==> src/rtl/afifo_arb_pkg.sv <==
// afifo_arb_pkg: shared state encoding and default sizing for the FIFO write arbiter.
package afifo_arb_pkg;
    typedef enum logic [1:0] {DELAY, IDLE, RUN, PAUSE} state_t;
    localparam int N_REQ_DEF   = 4;
    localparam int W_DEF       = 12;
    localparam int DELAY_W_DEF = 26;
endpackage

==> src/rtl/rr_arbiter.sv <==
// rr_arbiter: combinational round-robin pick; pointer is the first index searched.
module rr_arbiter #(
    parameter int N  = 4,
    parameter int IW = (N > 1) ? $clog2(N) : 1
) (
    input  logic [N-1:0]  req,
    input  logic [IW-1:0] pointer,
    input  logic          enable,
    output logic [N-1:0]  grant,
    output logic [IW-1:0] index
);
    logic [IW-1:0] j;
    // Walk the ring backwards so the candidate nearest the pointer is the last one kept.
    always_comb begin
        grant = '0;
        index = '0;
        j     = '0;
        for (int k = N - 1; k >= 0; k--) begin
            j = IW'((int'(pointer) + k) % N);
            if (enable && req[j]) begin
                grant    = '0;
                grant[j] = 1'b1;
                index    = j;
            end
        end
    end
endmodule

==> src/rtl/afifo_write_arbiter.sv <==
// afifo_write_arbiter: round-robin N-to-1 arbiter driving an async FIFO write port.
// Define AFIFO_ARB_STARTUP_DELAY_EN to hold off grants for 2^DELAY_W cycles after reset.
module afifo_write_arbiter
    import afifo_arb_pkg::*;
#(
    parameter int N_REQ   = N_REQ_DEF,
    parameter int W       = W_DEF,
    parameter int DELAY_W = DELAY_W_DEF
) (
    input  logic             clk,
    input  logic             rst_n,
    input  logic             en,
    input  logic [N_REQ-1:0] req,
    input  logic [N_REQ*W-1:0] data,
    output logic [N_REQ-1:0] ack,
    input  logic             wfull,
    output logic             w,
    output logic [W-1:0]     wd,
    output logic [15:0]      wcount
);
    localparam int IW = (N_REQ > 1) ? $clog2(N_REQ) : 1;

    state_t        state, state_nx;
    logic [IW-1:0] ptr, idx;
    logic          grant_ok, delay_done;

`ifdef AFIFO_ARB_STARTUP_DELAY_EN
    logic [DELAY_W-1:0] cnt;
    always_ff @(posedge clk or negedge rst_n) begin
        if (!rst_n)
            cnt <= '0;
        else if (state == DELAY)
            cnt <= cnt + 1'b1;
    end
    assign delay_done = &cnt;
`else
    assign delay_done = DELAY_W > 0;
`endif

    assign grant_ok = (state == RUN) && en && !wfull;

    rr_arbiter #(.N(N_REQ), .IW(IW)) u_rr (
        .req    (req),
        .pointer(ptr),
        .enable (grant_ok),
        .grant  (ack),
        .index  (idx)
    );

    always_comb begin
        state_nx = state;
        case (state)
            DELAY:   if (delay_done) state_nx = IDLE;
            IDLE:    if (en)         state_nx = RUN;
            RUN:     if (!en)        state_nx = PAUSE;
            PAUSE:   if (en)         state_nx = RUN;
            default:                 state_nx = DELAY;
        endcase
    end

    always_ff @(posedge clk or negedge rst_n) begin
        if (!rst_n) begin
            state  <= DELAY;
            ptr    <= '0;
            w      <= 1'b0;
            wd     <= '0;
            wcount <= '0;
        end else begin
            state  <= state_nx;
            w      <= |ack;
            wcount <= wcount + 16'(w);
            if (|ack) begin
                wd  <= data[idx*W +: W];
                ptr <= (idx == IW'(N_REQ - 1)) ? '0 : idx + 1'b1;
            end
        end
    end
endmodule
==> config.mk <==
export PLATFORM = sky130hd
export DESIGN_NAME = afifo_write_arbiter
export DESIGN_NICKNAME = d
export VERILOG_FILES = /design/src/rtl/afifo_arb_pkg.sv /design/src/rtl/rr_arbiter.sv /design/src/rtl/afifo_write_arbiter.sv
export SDC_FILE = /design/constraint.sdc
export NUM_CORES = 1
export LEC_CHECK = 0
export ABC_AREA = 1
export ABC_CLOCK_PERIOD_IN_PS = 2360
export CORE_ASPECT_RATIO = 1.4
export CORE_UTILIZATION = 58
export CTS_CLUSTER_DIAMETER = 80
export DETAILED_ROUTE_END_ITERATION = 10
export DONT_BUFFER_PORTS = 1
export GPL_TIMING_DRIVEN = 0
export PLACE_DENSITY = 0.78
export RECOVER_POWER = 100
export SLEW_MARGIN = 40
export SYNTH_ARGS = -nofsm -noshare
export SYNTH_HDL_FRONTEND = slang
export SYNTH_SLANG_ARGS = --single-unit
==> constraint.sdc <==
create_clock -name clk -period 2.36 [get_ports clk]
set_input_delay 0.472 -clock clk [delete_from_list [all_inputs] [get_ports clk]]
set_output_delay 0.472 -clock clk [all_outputs]
set_load 0.02 [all_outputs]
=== Word level (Yosys, flattened, before mapping) ===
Index checks and enable logic that the tools add are counted.

* $add $sub $neg: 5
* Multipliers: 1
* Order comparisons: 8
* Equal/unequal tests: 6
* Shift-type cells: 1
* Mux-type cells: 28
* Reductions and logical operators: 15

{| class="wikitable"
|+ Operator list
! kind !! number
|-
| indexed part select 48 x 7 -> 12 bit || 1
|-
| adder 16 x 1 -> 16 bit || 1
|-
| two-way mux 4 bit || 4
|-
| two-way mux 2 bit || 7
|-
| < comparator 2 x 3 -> 1 bit (second input constant) || 4
|-
| logical AND 1 bit || 10
|-
| binary-select mux 1 bit (select 2 bit) || 4
|-
| demux 1 bit (select 2 bit) || 4
|-
| greater-or-equal comparator 2 x 1 -> 1 bit (second input constant) || 4
|-
| two-way mux 1 bit || 8
|-
| == test 2 bit (second input constant) || 3
|-
| case mux 2 bit (3 select lines) || 1
|-
| adder 2 x 1 -> 2 bit (second input constant) || 2
|-
| adder 2 bit (second input constant) || 2
|-
| multiplier 2 x 2 -> 4 bit (second input constant) || 1
|-
| OR reduction 4 bit || 1
|-
| == test 2 x 1 -> 1 bit (second input constant) || 1
|-
| zero test 2 bit || 1
|-
| != test 2 x 1 -> 1 bit (second input constant) || 1
|-
| != test 2 bit (second input constant) || 1
|-
| AND reduction 2 bit || 1
|-
| OR reduction 2 bit || 1
|-
| zero test 1 bit || 1
|}

* Bits in registers: 33
* Input port bits: 56
* Output and inout bits: 33
* Logic and storage cells: 69

=== Longest topological paths before layout ===
* Depth in word-level cells: 10
* Depth in mapped cells: 17
* Depth with buffers taken out: 15

=== Cells and area by module ===
Synthesis repeated with hierarchy kept, for this count alone.

* Cell total of the unflattened synthesis: 398
* Area, all modules: 2493.6 µm²

{| class="wikitable"
|+ By module, submodules not included
! module !! instances !! cells each !! area each (µm²) !! sequential area each (µm²)
|-
| afifo_write_arbiter || 1 || 304 || 1986.9 || 825.8
|-
| rr_arbiter || 1 || 94 || 506.7 || 0.0
|}

=== Least setup slack after synthesis ===
OpenSTA, ideal clock, no wires.

* Kind: flip-flop to output port
* Start point: reg ptr[1]
* End point: out ack[0]
* Arrival time: 1.777 ns
* Setup slack: 0.111 ns
* Cell stages (with the launch flop): 12
* Path through: dfrtp_1 -> inv_1 -> ha_1 -> inv_1 -> nand3_2 -> nand3_4 -> buf_6 -> nor2_1 -> nor2_1 -> nand3_1 -> nand2_1 -> inv_1

* Cells in the longest elaborated chain, start to end: 9
* Elaborated cells between the ends (all ways): 39

{| class="wikitable"
|+ Ends and longest elaborated chain
! what !! line !! RTL
|-
| start, declared || afifo_write_arbiter.sv:24 || <nowiki>logic [IW-1:0] ptr, idx;</nowiki>
|-
| start signal, assigned || afifo_write_arbiter.sv:74 || <nowiki>ptr <= (idx == IW'(N_REQ - 1)) ? '0 : idx + 1'b1;</nowiki>
|-
| adder 2 bit || rr_arbiter.sv:19 || <nowiki>j = IW'((int'(pointer) + k) % N);</nowiki>
|-
| < comparator 2 x 3 -> 1 bit (implied by the code) or greater-or-equal comparator 2 x 1 -> 1 bit (tied branches) || rr_arbiter.sv:22 || <nowiki>grant[j] = 1'b1;</nowiki>
|-
| logical AND 1 bit (implied by the code) || rr_arbiter.sv:22 ||
|-
| two-way mux 1 bit (implied by the code) || rr_arbiter.sv:22 ||
|-
| demux 1 bit (select 2 bit) || -- ||
|-
| two-way mux 4 bit (3 in series) || rr_arbiter.sv:20 || <nowiki>if (enable && req[j]) begin</nowiki>
|-
| two-way mux 4 bit * || rr_arbiter.sv:20 ||
|-
| end, declared || afifo_write_arbiter.sv:15 || <nowiki>output logic [N_REQ-1:0] ack,</nowiki>
|}

Every way passes the cells marked *; elsewhere a longest branch is shown, timed or not. The select of a mux whose other input is x is not followed.

=== Worst setup path after layout ===
* Start point: reg ptr[0]
* End point: out ack[3]

The elaborated chain is that of the path after synthesis.

==> impl_metrics.tcl <==
set metrics [dict create \
    coreArea_sq_um 4240 \
    yosys.area.top_type_share_pct 32.1 \
    viasPerCell 5.12 \
    cts_sinks 33 \
    syn-num-nets 447 \
    grt_use_met1_pct 28.3 \
    yosysSeqAreaShare_pct 32.1 \
    period_needed_ns 2.35 \
    htreeDepth 2 \
    p_per_area_nw_per_um2 1100 \
    cp-start-kind "register" \
    finalNetCount 470 \
    syn_area_per_cell_sq_um 6.75 \
    p_leak_nw 1.72 \
    timing.hold.ws_ns 0.285 \
    synthDistinctLibCells 26 \
    grt_max_degree 34 \
    fill_cells 360 \
    holdPathStages 1 \
    fmax_mhz 425 \
    cts_inserted_buffers 5 \
    swShare_pct 46.9 \
    path_clk_slew_ns 0.06 \
    p_comb_share_pct 50.6 \
    hold_path.startpoint "en" \
    die-area_sq_um 4710 \
    r2r_setup_slack_ns 0.11 \
    reg2reg_depth 17 \
    setup_viol 0 \
    portBuffers 0 \
    grtUsageTotal_pct 25.4 \
    cp-end-kind "output port" \
    critical_path.max_fanout 6 \
    power.internal_mw 1.74 \
    drt_wl_total_um 5700 \
    synth-main-ff-cell "dfrtp_1" \
    yosysTopAreaCell "dfrtp_1" \
    crit_arrival_ns 1.88 \
    cap_violations 1 \
    use_met2_pct 46.0 \
    start_util_pct 60.6 \
    ys_seq_elements 33 \
    cts_tree "built" \
    syn_area_sq_um 2570 \
    pwr-share-seq_pct 32.8 \
    rows 28 \
    grt-ovfl-total 0 \
    globalplace.congestion 0.817 \
    busiest_layer "met2" \
    layout.cells.non_filler 465 \
    peakVddDrop_uv 804 \
    postRouteAntennaNets 0 \
    met3_usage_pct 6.37 \
    grt_setup_unrepaired "yes" \
    grt_pass1_wl_um 9170 \
    fin_util_pct 70.1 \
    vias 2382 \
    wl_per_cell_um 12.3 \
    skew_ns 0.00426 \
    insertion_delay_ns 0.28 \
    hp-class "input pin to register" \
    dr.pass1.iters 4 \
    insertedDiodeCount 0 \
    yosys_warnings 0 \
    async_reset_ff_share_pct 100 \
    violations "max-capacitance violations, max-slew violations" \
    hold_violations 0 \
    slew_violations 34 \
    r2r_start "ptr[0]" \
    worstHoldEndpoint "state[0]" \
    dieWidth_um 58.3 \
    critical_path_class "register to output port" \
    drt_iter0_drc 132 \
    synth_cells 381 \
    worst_pin_slew_ns 1.69 \
    area_growth_pct 15.6 \
    fin_crit_sh_pct 99.6 \
    outcome "complete, but fails checks" \
    clkPwrFrac_pct 16.5 \
    die_y_um 80.8 \
    ys_top_cells_by_area "dfrtp_1 32%, nand2_1 18%, nand3_1 13%" \
    drc 0 \
    drive_gt1_share_pct 18.8 \
    synth_edf_count 0 \
    switchingPower_mw 1.53 \
    hpwl_um 4220 \
    ctsLongestPathBuffers 2 \
    top_level_ports 89 \
    clockRootBuffer "clkbuf_8" \
    timing.rr.end "ptr[0]" \
    dp_cells 441 \
    slew_headroom_pct -12.5 \
    crit_required_ns 1.89 \
    antenna_found_initial 0 \
    grt_pass1_vias 2235 \
]
## worst max path at each step
stage,from,end,cells after the start
finish,ptr[0],ack[3],12
global route,ptr[0],ack[0],11
CTS,ptr[0],ack[3],12
detailed placement,ptr[1],wd[1],16
global placement,ptr[1],wd[1],16
floorplan,ptr[1],ack[0],11
## state kept, by name, indices dropped and copies added (netlist names)
| signal | cells |
|---|---|
| state | 2 |
| wcount | 16 |
| ptr | 2 |
| wd | 12 |
| w | 1 |
## cell type report
type                            instances  area [sq um]  share of cell area [%]
Buffer                                 12           111                    3.75
Clock buffer                            7          86.3                    2.91
Clock inverter                          1          30.0                    1.01
Inverter                               79           309                    10.4
Multi-Input combinational cell        257          1420                    47.7
Sequential cell                        33           828                    27.9
Tap cell                               60          75.1                    2.53
Timing Repair Buffer                   16           114                    3.83
## worst max-delay path, stage by stage, from the launching register on
cell and delay [ns]:
dfrtp_2 0.37, buf_6 0.13, inv_8 0.04, ha_4 0.28
inv_4 0.05, nand3_4 0.07, nand3_4 0.10, buf_4 0.15
nor2_1 0.08, nor2_1 0.04, nand3_1 0.09, nand2_1 0.09
inv_2 0.11
## kinds of logic (layout without fill, tap and decap cells)
logic type / Yosys count / in the layout / synth area share [%]
buffers and inverters: 91 / 115 / 15.4
xor gates and xnor gates: 15 / 15 / 5.11
AOI/OAI and AO/OA: 3 / 3 / 0.925
and+or+nand+nor: 229 / 229 / 41.5
adders and majority gates: 10 / 10 / 4.87
DFF: 33 / 33 / 32.1
## synthesized netlist by cell type (3+ instances only)
library cell    n
nand2_1       123
inv_1          71
nand3_1        68
dfrtp_1        33
nor2_1         11
xor2_1         11
ha_1           10
inv_2           7
nand2_2         7
buf_2           6
buf_6           6
nand4_1         5
xnor2_1         4
nand3_2         3
nor2_4          3
## per-stage QoR
stage	total power, mW	cell area (sq um)	setup TNS [ns]	setup slack [ns]
global placement	2.42	2650	-3.06	-0.203
CTS	3.15	2870	0	0.00403
finish	3.27	2970	0	0.00971
floorplan	2.17	2570	0	0.111
global route	3.52	2970	-0.562	-0.147
detailed placement	2.46	2650	-3.79	-0.246
## metal layers
metal,vias up,share of wire [%]
met4,0,2.5
met2,86,53
met5,-,0
li1,1204,-
met3,15,5.2
met1,1077,39
## timing repair
action / 4_1_cts / 5_1_grt
hold buffers: 1 / 0
endpoints found under the hold margin: 33 / 0
setup buffers: 8 / 6
resized for setup: 13 / 19
pin swaps: 4 / 8
cloned: 0 / 1
endpoints found under the setup margin: 19 / 18
## power groups by stage
stage	Combinational, mW	Clock [mW]	Sequential, mW
floorplan	1.12	0	1.05
global placement	1.32	0	1.10
detailed placement	1.36	0	1.10
CTS	1.53	0.550	1.08
global route	1.86	0.576	1.09
finish	1.66	0.541	1.07
## placed cells by master (no fill, tap or decap), types with 2 or more instances in the layout
cell type | Yosys | final
nand3_1 | 68 | 66
inv_1 | 71 | 65
nand4_1 | 5 | 5
inv_2 | 7 | 11
nor2_1 | 11 | 11
clkbuf_1 | 0 | 2
dfrtp_2 | 0 | 2
xnor2_1 | 4 | 4
dfrtp_1 | 33 | 31
ha_1 | 10 | 9
nor2_4 | 3 | 4
clkbuf_4 | 0 | 2
nand2_1 | 123 | 119
clkbuf_8 | 0 | 6
nand3_2 | 3 | 4
buf_6 | 6 | 7
nand2_4 | 1 | 3
buf_4 | 0 | 15
xor2_1 | 11 | 11
nor3_1 | 2 | 2
inv_4 | 1 | 2
nand3_4 | 1 | 2
buf_2 | 6 | 3
nand2_2 | 7 | 8
Power figures use the tool's default switching activity.
